### src/rtl/pipeline_hazard_ctrl.sv
// pipeline_hazard_ctrl
// Stall/flush sequencer for a 5-stage pipeline. It detects ID-stage RAW
// hazards against the EXE and MEM destinations, squashes wrong-path
// instructions on a taken branch, and freezes the whole pipeline while the
// MEM stage waits on the multi-cycle SRAM.
//
// Ports
//   clk, rst                 pipeline clock (rising edge), async active-high reset
//   forward_en               forwarding active: only load-use hazards stall
//   id_src1/id_src2/id_two_src   ID-stage source operands
//   exe_dst/exe_wb_en/exe_mem_read  ID/EX destination info
//   mem_dst/mem_wb_en        EX/MEM destination info
//   branch_taken             EXE resolved a taken branch
//   mem_req, sram_ready      MEM-stage access request / SRAM completion pulse
//   pc_freeze, ifid_freeze, ifid_flush, idex_flush, pipe_freeze  pipeline controls
//   sram_start               registered 1-cycle SRAM start pulse
//   mem_timeout              sticky: an access was aborted on timeout
//   stall_cycles             saturating count of cycles with pc_freeze=1
//
// state  | meaning
// S_IDLE | no access in flight; a mem_req freezes at once and launches one
// S_WAIT | SRAM busy; pipeline frozen until sram_ready or timeout
// S_DONE | one unfrozen cycle so EX/MEM advances past the finished request

module pipeline_hazard_ctrl #(
    parameter int TIMEOUT = 255,
    parameter int CNT_W   = 8,
    parameter int STAT_W  = 16
) (
    input  logic              clk,
    input  logic              rst,
    input  logic              forward_en,
    input  logic [4:0]        id_src1,
    input  logic [4:0]        id_src2,
    input  logic              id_two_src,
    input  logic [4:0]        exe_dst,
    input  logic              exe_wb_en,
    input  logic              exe_mem_read,
    input  logic [4:0]        mem_dst,
    input  logic              mem_wb_en,
    input  logic              branch_taken,
    input  logic              mem_req,
    input  logic              sram_ready,
    output logic              pc_freeze,
    output logic              ifid_freeze,
    output logic              ifid_flush,
    output logic              idex_flush,
    output logic              pipe_freeze,
    output logic              sram_start,
    output logic              mem_timeout,
    output logic [STAT_W-1:0] stall_cycles
);

    typedef enum logic [1:0] {S_IDLE, S_WAIT, S_DONE} state_t;

    localparam logic [CNT_W-1:0] LP_WAIT_LAST = CNT_W'(TIMEOUT - 1);

    state_t             r_state;
    state_t             w_state_nxt;
    logic [CNT_W-1:0]   r_wait_cnt;
    logic               r_sram_start;
    logic               r_mem_timeout;
    logic [STAT_W-1:0]  r_stall_cycles;

    logic               w_match_exe;
    logic               w_match_mem;
    logic               w_hz;
    logic               w_mem_freeze;
    logic               w_start_nxt;
    logic               w_timeout_set;
    logic               w_pc_freeze;

    // Register 0 is hard-wired zero and never creates a dependency.
    function automatic logic f_match(input logic [4:0] d, input logic [4:0] s1,
                                     input logic [4:0] s2, input logic two);
        return (d != 5'd0) && ((d == s1) || (two && (d == s2)));
    endfunction

    always_comb begin
        w_match_exe = f_match(exe_dst, id_src1, id_src2, id_two_src);
        w_match_mem = f_match(mem_dst, id_src1, id_src2, id_two_src);
        if (forward_en)
            w_hz = exe_mem_read & w_match_exe;
        else
            w_hz = (exe_wb_en & w_match_exe) | (mem_wb_en & w_match_mem);
    end

    always_comb begin
        w_state_nxt   = r_state;
        w_mem_freeze  = 1'b0;
        w_start_nxt   = 1'b0;
        w_timeout_set = 1'b0;
        case (r_state)
            S_IDLE: begin
                w_mem_freeze = mem_req;
                if (mem_req) begin
                    w_start_nxt = 1'b1;
                    w_state_nxt = S_WAIT;
                end
            end
            S_WAIT: begin
                w_mem_freeze = 1'b1;
                if (sram_ready) begin
                    w_state_nxt = S_DONE;
                end else if (r_wait_cnt == LP_WAIT_LAST) begin
                    w_timeout_set = 1'b1;
                    w_state_nxt   = S_DONE;
                end
            end
            S_DONE: begin
                w_state_nxt = S_IDLE;
            end
            default: begin
                w_state_nxt = S_IDLE;
            end
        endcase
    end

    always_ff @(posedge clk or posedge rst) begin
        if (rst) begin
            r_state        <= S_IDLE;
            r_wait_cnt     <= '0;
            r_sram_start   <= 1'b0;
            r_mem_timeout  <= 1'b0;
            r_stall_cycles <= '0;
        end else begin
            r_state      <= w_state_nxt;
            r_sram_start <= w_start_nxt;
            // Counter is zero on entry to WAIT and counts WAIT cycles only.
            if (r_state == S_WAIT)
                r_wait_cnt <= r_wait_cnt + CNT_W'(1);
            else
                r_wait_cnt <= '0;
            if (w_timeout_set)
                r_mem_timeout <= 1'b1;
            if (w_pc_freeze && !(&r_stall_cycles))
                r_stall_cycles <= r_stall_cycles + STAT_W'(1);
        end
    end

    // A memory freeze overrides hazards and branches; a branch beats a hazard.
    assign w_pc_freeze  = w_mem_freeze | (w_hz & ~branch_taken);
    assign pc_freeze    = w_pc_freeze;
    assign ifid_freeze  = w_pc_freeze;
    assign ifid_flush   = branch_taken & ~w_mem_freeze;
    assign idex_flush   = ~w_mem_freeze & (branch_taken | w_hz);
    assign pipe_freeze  = w_mem_freeze;
    assign sram_start   = r_sram_start;
    assign mem_timeout  = r_mem_timeout;
    assign stall_cycles = r_stall_cycles;

endmodule

### config.mk
export PLATFORM = sky130hd
export DESIGN_NAME = pipeline_hazard_ctrl
export DESIGN_NICKNAME = d
export VERILOG_FILES = /design/src/rtl/pipeline_hazard_ctrl.sv
export SDC_FILE = /design/constraint.sdc
export NUM_CORES = 1
export LEC_CHECK = 0
export ABC_AREA = 1
export ABC_CLOCK_PERIOD_IN_PS = 2050
export CAP_MARGIN = 20
export CORE_MARGIN = 2
export CORE_UTILIZATION = 44
export DETAILED_ROUTE_END_ITERATION = 12
export DONT_BUFFER_PORTS = 1
export HOLD_SLACK_MARGIN = 0.05
export SYNTH_ARGS = -nofsm -noshare
export SYNTH_HDL_FRONTEND = slang
export SYNTH_SLANG_ARGS = --single-unit
export TNS_END_PERCENT = 30
### constraint.sdc
create_clock -name clk -period 2.05 [get_ports clk]
set_input_delay 0.1025 -clock clk [delete_from_list [all_inputs] [get_ports clk]]
set_output_delay 0.1025 -clock clk [all_outputs]
set_load 0.005 [all_outputs]
== Yosys cells after proc, flatten, opt, wreduce, memory -nomap -nowiden ==
Cells that the tools add are included.

* Shifts and indexed selects: 0
* Reduce and logical (&&, ||, !) cells: 13
* $add $sub $neg: 2
* Multiplexer cells: 12
* Order comparisons: 0
* Bitwise operators: 11
* Multipliers: 0
* Div/mod/pow operators: 0
* Equal/unequal tests: 8

{| class="wikitable"
|+ Operator list
! operator !! count
|-
| $eq A5 B5 Y1 || 4
|-
| $add A16 B1 Y16 const B || 1
|-
| $reduce_and A16 Y1 || 1
|-
| $reduce_bool A5 Y1 || 2
|-
| $add A8 B1 Y8 const B || 1
|-
| $eq A8 B8 Y1 const B || 1
|-
| $mux W8 || 1
|-
| $and A1 B1 Y1 || 6
|-
| $mux W1 || 6
|-
| $mux W2 || 3
|-
| $logic_and A1 B1 Y1 || 5
|-
| $pmux W2 S2 || 1
|-
| $ne A3 B3 Y1 const B || 1
|-
| $or A1 B1 Y1 || 3
|-
| $eq A2 B1 Y1 const B || 1
|-
| $logic_not A2 Y1 || 1
|-
| $logic_or A1 B1 Y1 || 2
|-
| $ne A2 B2 Y1 const B || 1
|-
| $not A1 Y1 || 2
|-
| $pmux W1 S2 || 1
|-
| $reduce_and A2 Y1 || 1
|-
| $logic_not A1 Y1 || 1
|}

* Input bits: 30
* Word-level logic and storage cells: 51
* Register bits: 28
* Output and inout port bits: 23
* Memory bits (writable): 0
* Bits in read-only memories: 0
* Memories: 0
* Bits in latches: 0

== Logic depth before layout (Yosys ltp) ==
* Word-level depth: 10
* Depth in mapped cells: 12
* Gate-level depth less buffers: 11

== Worst setup path after synthesis ==
No wires, ideal clock.

* Path type: register to register
* Start point: reg r_stall_cycles[0] (netlist: stall_cycles[0])
* End point: reg r_stall_cycles[15] (netlist: stall_cycles[15])
* Arrival: 1.407 ns
* Cell stages (with the launch flop): 10
* Period minus slack after synthesis: 1.524 ns
* Library setup time: 0.117 ns
* Data required time: 1.933 ns
* Path buffers: 0
* Path slack: 0.526 ns
* Cell sequence: dfrtp_1 > ha_1 > nand3_1 > nor2_4 > nand4_4 > nand2_1 > nor3_1 > nand3_1 > nand2_1 > nand2_1

* Word-level cells in the longest chain between the ends: 3
* Elaborated cells on any way between the ends: 4
* Classes of those cells: add/sub: 1; reduce/logical: 3

{| class="wikitable"
|+ RTL lines
! what !! line !! text
|-
| start: declaration || 63 || <nowiki>logic [STAT_W-1:0] r_stall_cycles;</nowiki>
|-
| start signal: assignment || 137 || <nowiki>r_stall_cycles <= r_stall_cycles + STAT_W'(1);</nowiki>
|-
| branches (longest 3 deep; another with $add A16 B1 Y16) || - ||
|}

Parallel ways; which one is timed is not known.
A chain may end at the register's enable or synchronous reset.

== Worst setup path in the final report ==
Same ends and word-level chain as after synthesis.

==> results.py <==
metrics = {
    "outcome": {
        "status": "finished clean",
    },
    "worst_setup_path": {
        "path_max_fanout": 16,
        "setup.worst_path.start": "stall_cycles[0]$_DFFE_PP0P_",
        "cp_num_buf_inv": 0,
        "path_class": "reg2reg",
        "crit_path_top_delay_cell": "sky130_fd_sc_hd__dfrtp_1",
        "r2r_setup_slack_ps": 240,
        "category_of_the_worst_setup_path_capture_point": "flip-flop",
        "critical_path_required_ps": 2270,
        "worst_r2r_startpoint": "stall_cycles[0]$_DFFE_PP0P_",
        "path_cells": "ha_1 > nand3_1 > nor2_4 > nand4_4 > nand2_1 > nor3_1 > nand3_1 > nand2_1 > nand2_1",
        "r2r.worst_path.cells": 9,
        "critical_path.top_delay_family": "simple AND/OR/NAND/NOR gates",
        "slowest_delay_ps": 440,
        "critPathArrivalTime_ps": 2030,
        "critical_path.startpoint_type": "flip-flop",
        "crit_path_frequent_cell": "sky130_fd_sc_hd__nand2_1",
        "reg_to_reg_end": "stall_cycles[15]$_DFFE_PP0P_",
    },
    "hold_path": {
        "hold_path.startpoint": "branch_taken",
        "hold_path_end": "stall_cycles[6]$_DFFE_PP0P_",
        "holdCritPathClass": "in2reg",
        "worst_hold_path.num_cells": 5,
    },
    "sta": {
        "hold_viol_final": 0,
        "fin_tns_setup_ps": 0,
        "hold_slack_ps": 311,
        "layout_setup_ws_ps": 241,
        "grt_setup_unrepaired": "false",
        "timing.slew.headroom_pct": 75.5,
        "skew_ps": 2.20,
        "finalSetupViolations": 0,
        "fmax_mhz": 553,
        "final.min_clock_period_ps": 1810,
        "slew_violations": 0,
        "final_min_period_over_clock_period_pct": 88.2,
        "worstMarginPinSlew_ps": 364,
    },
    "yosys": {
        "synth_warnings": 0,
        "yosys-top-cells-area": "sky130_fd_sc_hd__dfrtp_1 34%, sky130_fd_sc_hd__nand2_1 20%, sky130_fd_sc_hd__inv_1 6.6%",
        "synth.largest_area_cell": "sky130_fd_sc_hd__dfrtp_1",
        "synthDominantCellAreaShare_pct": 34.1,
        "seq_cells_post_synth": 28,
        "synth_sequential_area_ratio_pct": 34.1,
        "synth_cells": 298,
        "synth.cell_area_um2": 2050,
        "yosysUniqueCellTypes": 28,
        "syn_avg_cell_area_um2": 6.89,
        "synth.net_count": 331,
    },
    "clock_network": {
        "clk_root_buffer_cell": "sky130_fd_sc_hd__clkbuf_8",
        "clk_latency_ps": 280,
        "cts-root-to-sink-buffers": 2,
        "cts_sinks": 28,
        "cts-htree-levels": 1,
        "cts_tree": "yes",
        "post_cts.repair.setup_buffers": 0,
        "clkTransAtPathRegs_ps": 100,
        "numCtsBuffers": 3,
    },
    "route": {
        "drt-wirelength-per-cell_um": 12.3,
        "first_drt_iteration_drcs": 118,
        "detail_route.drc_violations": 0,
        "postRouteAntennaNets": 0,
        "wl_um": 4330,
        "drt-vias-per-instance": 5.09,
        "num_vias": 1798,
        "tritonroute_pass_1_iters": 4,
    },
    "placement": {
        "gp_congestion": 0.840,
        "numPortBuffers": 0,
        "dp_worst_setup_slack_ps": 255,
        "dp_hpwl_um": 3360,
        "placed_cells": 346,
    },
    "power": {
        "vdd_drop_max_v": 0.000619,
        "total_power_divided_by_cell_area_nw_per_um2": 761,
        "power.static_leakage_uw": 0.00115,
    },
    "cells_and_area": {
        "layout-drive-gt1-share_pct": 8.31,
        "fin_nets": 335,
        "antenna-diode-count": 0,
        "post_layout_nonfiller_instances": 353,
        "syn_to_final_growth_pct": 5.37,
    },
    "grt": {
        "grt_remaining_overflow": 0,
        "grt_pass1_vias": 1760,
        "number_of_antenna_violations_at_the_first_check_in_global_routing": 0,
        "grt_start_max_net_pins": 29,
        "grt_use_total_pct": 17.7,
        "grt_first_pass_wirelength_um": 7480,
    },
    "run": {
        "max_cap_viol_count": 0,
    },
    "die": {
        "start_util_pct": 46.5,
        "io_pins": 53,
        "die_width_um": 72.3,
        "die-area_um2": 5230,
        "core-area_um2": 4410,
        "core.rowCount": 24,
        "die_y_um": 72.3,
    },
}
==> Yosys cell counts, drive strengths merged <==
cell type	instances
a21oi	4
a31o	1
buf	6
dfrtp	28
ha	3
inv	44
nand2	108
nand3	16
nand4	20
nor2	35
nor3	8
nor3b	2
nor4	1
o21ai	7
o21bai	1
xnor2	6
xor2	8
==> cells in the final DEF, fill, tap and decap left out, drive strengths merged <==
cell / Yosys / layout
o21ai: 7 / 7
inv: 44 / 44
ha: 3 / 3
nor2: 35 / 35
a21oi: 4 / 4
buf: 6 / 2
clkbuf: 0 / 3
xor2: 8 / 8
nor3b: 2 / 2
nand3: 16 / 16
xnor2: 6 / 6
dfrtp: 28 / 28
nor3: 8 / 8
a31o: 1 / 1
nand2: 108 / 108
bufinv: 0 / 1
dlygate4sd3: 0 / 3
o21bai: 1 / 1
nor4: 1 / 1
nand4: 20 / 20
==> layer usage <==
metal  GRT usage [%]  share of wire (%)  vias up
li1                -                  -      948
met5               0                  0        -
met3            4.31                6.8        4
met2            29.5                 45       37
met1            22.8                 47      809
met4            5.45               0.72        0
==> cell type report <==
type	count	area, µm²
clock buffers	3	41.3
clock inverters	1	30.0
fillers	465	2250
inverters	44	170
multi-input cells	220	1110
flip-flops and latches	28	701
well taps	52	65.1
repair buffers	5	45.0
==> metrics by stage <==
step                util, %  total power [µW]  area (µm²)
detailed placement     46.7              1220        2060
global route           49.0              1760        2160
global placement       46.7              1210        2060
finish                 49.0              1650        2160
floorplan                 -              1170        2050
CTS                    49.0              1660        2160
==> power breakdown <==
part	switching (µW)	internal [µW]	total, µW	leakage [µW]
Combinational	308	169	477	0.000733
Sequential	99.1	627	726	0.000380
Clock	181	262	443	0.0000357
Total	588	1060	1650	0.00115
==> worst min-delay path, stage by stage <==
cell and delay, ps:
sky130_fd_sc_hd__inv_1 40, sky130_fd_sc_hd__nor2_4 140, sky130_fd_sc_hd__inv_4 120, sky130_fd_sc_hd__nand4_1 100, sky130_fd_sc_hd__nand2_1 50
==> timing repair <==
action / CTS / global route
resized for setup: 0 / 0
hold buffers: 3 / 0
hold endpoints to repair: 31 / 0
==> how the worst max path moves through the flow <==
stage	endpoint	slack (ps)	cells past startpoint
floorplan	stall_cycles[15]$_DFFE_PP0P_	530	9
global placement	stall_cycles[15]$_DFFE_PP0P_	330	8
detailed placement	stall_cycles[15]$_DFFE_PP0P_	260	8
CTS	stall_cycles[15]$_DFFE_PP0P_	240	9
global route	stall_cycles[9]$_DFFE_PP0P_	60	8
finish	stall_cycles[15]$_DFFE_PP0P_	240	9
==> logic make-up after synthesis <==
kind of cell	synth area share (%)
AO/OA/AOI/OAI	3.48
XOR/XNOR	5.98
adder cells (fa/ha/maj)	1.83
buffers and inverters	11.8
flip-flops	34.1
AND/OR/NAND/NOR	42.8
==> sequential cells by signal, summed over array words and instances, names as in the netlist <==
| register | flops |
|---|---|
| r_state | 2 |
| mem_timeout | 1 |
| stall_cycles | 16 |
| sram_start | 1 |
| r_wait_cnt | 8 |
Note: power is estimated with default switching activity, not from simulation.
